===== src/rtl/rs_issue_queue.sv =====
// Reservation-station issue queue: collapsing age-ordered array with CDB wakeup and branch flush.
// Latency: dispatch to earliest issue is 1 cycle; CDB wakeup becomes visible as ready the next cycle.
// Backpressure: issue waits for issue_ready; disp_en is dropped while queue_full (optional RS_CDB_BYPASS_EN).
module rs_issue_queue #(
  parameter int DEPTH  = 4,
  parameter int DATA_W = 32,
  parameter int TAG_W  = 7,
  parameter int OP_W   = 4
) (
  input  logic                       clk,
  input  logic                       rst,
  input  logic                       disp_en,
  input  logic [OP_W-1:0]            disp_opcode,
  input  logic [TAG_W-1:0]           disp_rd_tag,
  input  logic                       disp_rs_valid,
  input  logic [TAG_W-1:0]           disp_rs_tag,
  input  logic [DATA_W-1:0]          disp_rs_data,
  input  logic                       disp_rt_valid,
  input  logic [TAG_W-1:0]           disp_rt_tag,
  input  logic [DATA_W-1:0]          disp_rt_data,
  output logic                       queue_full,
  output logic [$clog2(DEPTH+1)-1:0] queue_count,
  input  logic                       cdb_valid,
  input  logic [TAG_W-1:0]           cdb_tag,
  input  logic [DATA_W-1:0]          cdb_data,
  input  logic                       cdb_branch,
  input  logic                       cdb_branch_taken,
  input  logic                       issue_ready,
  output logic                       issue_valid,
  output logic [OP_W-1:0]            issue_opcode,
  output logic [TAG_W-1:0]           issue_rd_tag,
  output logic [DATA_W-1:0]          issue_rs_data,
  output logic [DATA_W-1:0]          issue_rt_data
);

  localparam int CNT_W = $clog2(DEPTH+1);
  localparam int IDX_W = $clog2(DEPTH);

  typedef struct packed {
    logic              valid;
    logic [OP_W-1:0]   op;
    logic [TAG_W-1:0]  rd_tag;
    logic              rs_v;
    logic [TAG_W-1:0]  rs_tag;
    logic [DATA_W-1:0] rs_d;
    logic              rt_v;
    logic [TAG_W-1:0]  rt_tag;
    logic [DATA_W-1:0] rt_d;
  } entry_t;

  entry_t           q   [DEPTH];  // registered entries, index 0 = oldest
  entry_t           w_q [DEPTH];  // entries after this cycle's CDB wakeup
  entry_t           n_q [DEPTH];  // next-state entries
  entry_t           d_ent;        // entry being dispatched this cycle
  logic [CNT_W-1:0] count_q;
  logic [CNT_W-1:0] n_count;

  logic             sel_found;
  logic [IDX_W-1:0] sel_idx;
  int               sel_pos;
  int               wr_pos;
  logic             flush;
  logic             do_issue;
  logic             do_disp;

  assign queue_count = count_q;
  assign queue_full  = (count_q == CNT_W'(DEPTH));
  assign flush       = cdb_valid & cdb_branch & cdb_branch_taken;
  // A flush discards both handshakes of the same cycle.
  assign do_issue    = sel_found & issue_ready & ~flush;
  assign do_disp     = disp_en & ~queue_full & ~flush;

  // Age-ordered select: lowest-index entry with both operands present.
  always_comb begin
    sel_found = 1'b0;
    sel_idx   = '0;
    sel_pos   = 0;
    for (int i = DEPTH-1; i >= 0; i--) begin
      if (q[i].valid && q[i].rs_v && q[i].rt_v) begin
        sel_found = 1'b1;
        sel_idx   = IDX_W'(i);
        sel_pos   = i;
      end
    end
  end

  // Issue outputs come straight from registered state; zero when nothing is ready.
  always_comb begin
    issue_valid   = sel_found;
    issue_opcode  = '0;
    issue_rd_tag  = '0;
    issue_rs_data = '0;
    issue_rt_data = '0;
    if (sel_found) begin
      issue_opcode  = q[sel_idx].op;
      issue_rd_tag  = q[sel_idx].rd_tag;
      issue_rs_data = q[sel_idx].rs_d;
      issue_rt_data = q[sel_idx].rt_d;
    end
  end

  // Build the incoming entry; with the bypass, a same-cycle CDB result fills a waiting operand.
  always_comb begin
    d_ent        = '0;
    d_ent.valid  = 1'b1;
    d_ent.op     = disp_opcode;
    d_ent.rd_tag = disp_rd_tag;
    d_ent.rs_v   = disp_rs_valid;
    d_ent.rs_tag = disp_rs_tag;
    d_ent.rs_d   = disp_rs_data;
    d_ent.rt_v   = disp_rt_valid;
    d_ent.rt_tag = disp_rt_tag;
    d_ent.rt_d   = disp_rt_data;
`ifdef RS_CDB_BYPASS_EN
    if (cdb_valid && !disp_rs_valid && disp_rs_tag == cdb_tag) begin
      d_ent.rs_v = 1'b1;
      d_ent.rs_d = cdb_data;
    end
    if (cdb_valid && !disp_rt_valid && disp_rt_tag == cdb_tag) begin
      d_ent.rt_v = 1'b1;
      d_ent.rt_d = cdb_data;
    end
`endif
  end

  // CDB wakeup: waiting operands whose producer tag matches capture the broadcast data.
  always_comb begin
    for (int i = 0; i < DEPTH; i++) begin
      w_q[i] = q[i];
      if (cdb_valid && q[i].valid && !q[i].rs_v && q[i].rs_tag == cdb_tag) begin
        w_q[i].rs_v = 1'b1;
        w_q[i].rs_d = cdb_data;
      end
      if (cdb_valid && q[i].valid && !q[i].rt_v && q[i].rt_tag == cdb_tag) begin
        w_q[i].rt_v = 1'b1;
        w_q[i].rt_d = cdb_data;
      end
    end
  end

  // Next state: collapse over the issued slot, append the dispatch behind the survivors, flush clears all.
  always_comb begin
    wr_pos = int'(count_q) - (do_issue ? 1 : 0);
    for (int i = 0; i < DEPTH; i++) begin
      n_q[i] = w_q[i];
    end
    if (do_issue) begin
      for (int i = 0; i < DEPTH-1; i++) begin
        if (i >= sel_pos) begin
          n_q[i] = w_q[i+1];
        end
      end
      n_q[DEPTH-1] = '0;
    end
    if (do_disp) begin
      for (int i = 0; i < DEPTH; i++) begin
        if (i == wr_pos) begin
          n_q[i] = d_ent;
        end
      end
    end
    n_count = count_q + CNT_W'(do_disp) - CNT_W'(do_issue);
    if (flush) begin
      for (int i = 0; i < DEPTH; i++) begin
        n_q[i] = '0;
      end
      n_count = '0;
    end
  end

  // State register; synchronous reset overrides every other update.
  always_ff @(posedge clk) begin
    if (rst) begin
      for (int i = 0; i < DEPTH; i++) begin
        q[i] <= '0;
      end
      count_q <= '0;
    end else begin
      q       <= n_q;
      count_q <= n_count;
    end
  end

endmodule


===== config.mk =====
export PLATFORM = sky130hd
export DESIGN_NAME = rs_issue_queue
export DESIGN_NICKNAME = d
export VERILOG_FILES = /design/src/rtl/rs_issue_queue.sv
export SDC_FILE = /design/constraint.sdc
export NUM_CORES = 1
export LEC_CHECK = 0
export CORE_ASPECT_RATIO = 0.5
export CORE_UTILIZATION = 50
export DETAILED_ROUTE_END_ITERATION = 10
export PLACE_DENSITY = 0.71
export SLEW_MARGIN = 20
export SYNTH_ARGS = -nofsm -noshare
export SYNTH_HDL_FRONTEND = slang
export SYNTH_SLANG_ARGS = --single-unit

===== constraint.sdc =====
create_clock -name clk -period 4.2 [get_ports clk]
set_input_delay 0.84 -clock clk [delete_from_list [all_inputs] [get_ports clk]]
set_output_delay 0.84 -clock clk [all_outputs]
set_load 0.01 [all_outputs]

==> flow_summary.toml <==
[status]
outcome = "completed"

[setup_path]
timing.rr.end = "q[323]"
r2r_start = "q[223]"
critPathKind = "reg -> out"
worstRegToRegCells = 11
crit_fanout = 67
slowest_stage = "clkdlybuf4s50_1"
crit_path_max_incr_delay_ns = 0.62
critPathArrivalTime_ns = 3.29
rrSetupSlack_ns = 0.69
critPathLaunchType = "register"
end_kind = "primary output"
cp.required_ns = 3.36
crit_chain = "nand3_4 > o31ai_4 > buf_12 > a22oi_1 > a21oi_1 > clkdlybuf4s50_1"

[final_layout]
layout.nets = 2931
fin_util_pct = 60.9
fin_cells = 3391
nFillCells = 3887
area_delta_synth_final_pct = 17.9
drive_above_1_share_pct = 9.99
antenna_cells = 0

[flow_run]
drv_cap = 0

[min_path]
min_path_type = "reg -> reg"
min_from = "q[87]"
hold_depth = 2
hold_end = "q[87]"

[grt]
grt.busiest_layer = "met2"
grt_overflow = 0
grt.met3_usage_pct = 8.74
grtUsageMet2_pct = 57.8
grt_use_met1_pct = 50.2
first_global_vias = 23510
antenna_found_initial = 0
grt_max_degree = 136
grt_pass1_wl_mm = 135
groute.usage.overall_pct = 37.7

[cts]
tritoncts = "yes"
root_buffer = "clkbuf_16"
cts.sinks = 371
clk_path_buf_depth = 3
clkTransAtPathRegs_ns = 0.07
worstSkewPairLatency_ns = 0.56
htree_levels = 2
cts_made_buffers = 37

[sta]
tightest_slew_ns = 0.869
rsz0062_at_grt = "false"
skew_ns = 0.0266
setup_tns_ns = 0
period_share_pct = 98.4
min_period_ns = 4.13
finalSetupViolCount = 0
fmax_mhz = 242
fin_hold_ws_ns = 0.537
relSlewSlack_pct = 41.8
slew_viol_final = 0
hold_viol = 0

[placement]
dp.cells = 3325
hpwlAfterDp_mm = 51.6
gp_routability_congestion = 0.893
port_buffers = 216

[yosys]
async_flop_share_pct = 0
ys_warn_count = 0
synth_area_per_cell_um2 = 7.94
mappedNetlistArea_um2 = 22000
ys_seq_area_share_pct = 33.7
synthDistinctLibCells = 53
synth.top_cell.area_share_pct = 33.7
synth_edf_count = 0
yosysTopAreaCell = "dfxtp_1"
synthCells = 2778
synth_seq_cells = 371
synthTopCellsByArea = "dfxtp_1 (34%), a21oi_1 (7.1%), clkbuf_1 (4.1%)"
ys_dominant_reg_cell = "dfxtp_1"
synth_nets = 2922

[power_and_ir_drop]
p_leak_nw = 8.61
cellPowerDensity_nw_per_um2 = 332
power_mw = 8.65
peakVddDrop_uv = 255

[floorplan]
ioPinCount = 217
die_x_um = 299
die_area_um2 = 45000
die_h_um = 150
initial_utilization_pct = 51.6
rows = 53
core_um2 = 42700

[drt]
dr.pass1.iters = 6
drt-initial-drc-count = 3543
vias_per_cell = 7.18
routedWlPerCell_um = 25.7
wirelength_mm = 87.3
num_vias = 24331
detail-route-antenna-nets = 0
drcViolationCount = 0
## layout by cell type (no fill, tap or decap), types with 81 or more instances in the layout
master,instances
clkdlybuf4s50_1,216
nor3_1,81
nor2_1,105
dfxtp_1,371
o21ai_0,125
a21oi_1,309
a22oi_1,100
nand3_1,82
o31ai_1,96
nand2_1,203
## state kept, by name (all words and copies together), names as in the netlist
signal and flops:
q 368, queue_count 3
## worst max-delay path: cells and delay by family (launching register included)
family                 cells  cell delay, ns
AOI/OAI and AO/OA          3            0.79
DFF                        1            0.43
and+or+nand+nor            1            0.45
buffers and inverters      2            1.05
## worst max-delay path by stage
stage | startpoint | end | cells past startpoint
global placement | cdb_valid | q[335] | 12
global route | q[367] | issue_rt_data[30] | 6
detailed placement | cdb_valid | q[330] | 12
CTS | q[315] | issue_rt_data[30] | 6
finish | q[367] | issue_rt_data[30] | 6
floorplan | q[315] | q[317] | 15
## power breakdown
group,switching [mW],internal [mW],leakage [nW]
sequential,0.127,3.70,3.01
combinational,0.769,0.522,4.98
clock,1.56,1.97,0.625
## synth_stat cells (66+ instances only)
master    number
nand3_1       86
a22oi_1      100
a21o_1        77
o32ai_1       66
mux2i_1       77
nor2_1       107
dfxtp_1      371
nor3_1        85
o21ai_0      127
clkbuf_1     240
o31ai_1       98
a21oi_1      311
nand2_1      205
a211oi_1      75
## metal layers
metal	up-vias	wire length (µm)	share of wire, %
met4	0	3910	4.5
met3	298	10800	12
met1	11599	35200	40
met5	-	0	0
li1	10654	-	-
met2	1780	37400	43
## cell type report
type / count / area, µm² / area share, %
inverter: 40 / 150 / 0.577
timing repair buffer: 299 / 3080 / 11.8
tap: 577 / 722 / 2.78
clock inverter: 16 / 148 / 0.568
clock buffer: 50 / 1100 / 4.22
sequential: 371 / 7430 / 28.6
multi-input combinational: 2038 / 13400 / 51.5
## cell families (layout without fill, tap and decap cells)
logic type	after synthesis	in the layout	synth area share, %
compound gates	1209	1209	37.3
simple gates	687	687	16.0
flops	371	371	33.7
buf+inv	369	405	6.75
mux	77	77	3.50
xor+xnor	58	58	2.30
fa+ha+maj	7	7	0.431
## timing repair
action                     4_1_cts  5_1_grt
setup buffers                    0        0
gates resized for setup          0        2
hold buffers                     0        0
setup endpoints to repair        0       27
## metrics by stage
step / instance area (µm²) / worst slack (ns)
6_report: 26000 / 0.0653
2_1_floorplan: 22000 / 0.828
3_3_place_gp: 24700 / 0.488
5_1_grt: 26000 / 0.0206
3_5_place_dp: 24700 / 0.401
4_1_cts: 26000 / 0.00589
No activity file was read; power rests on OpenSTA's default activity.
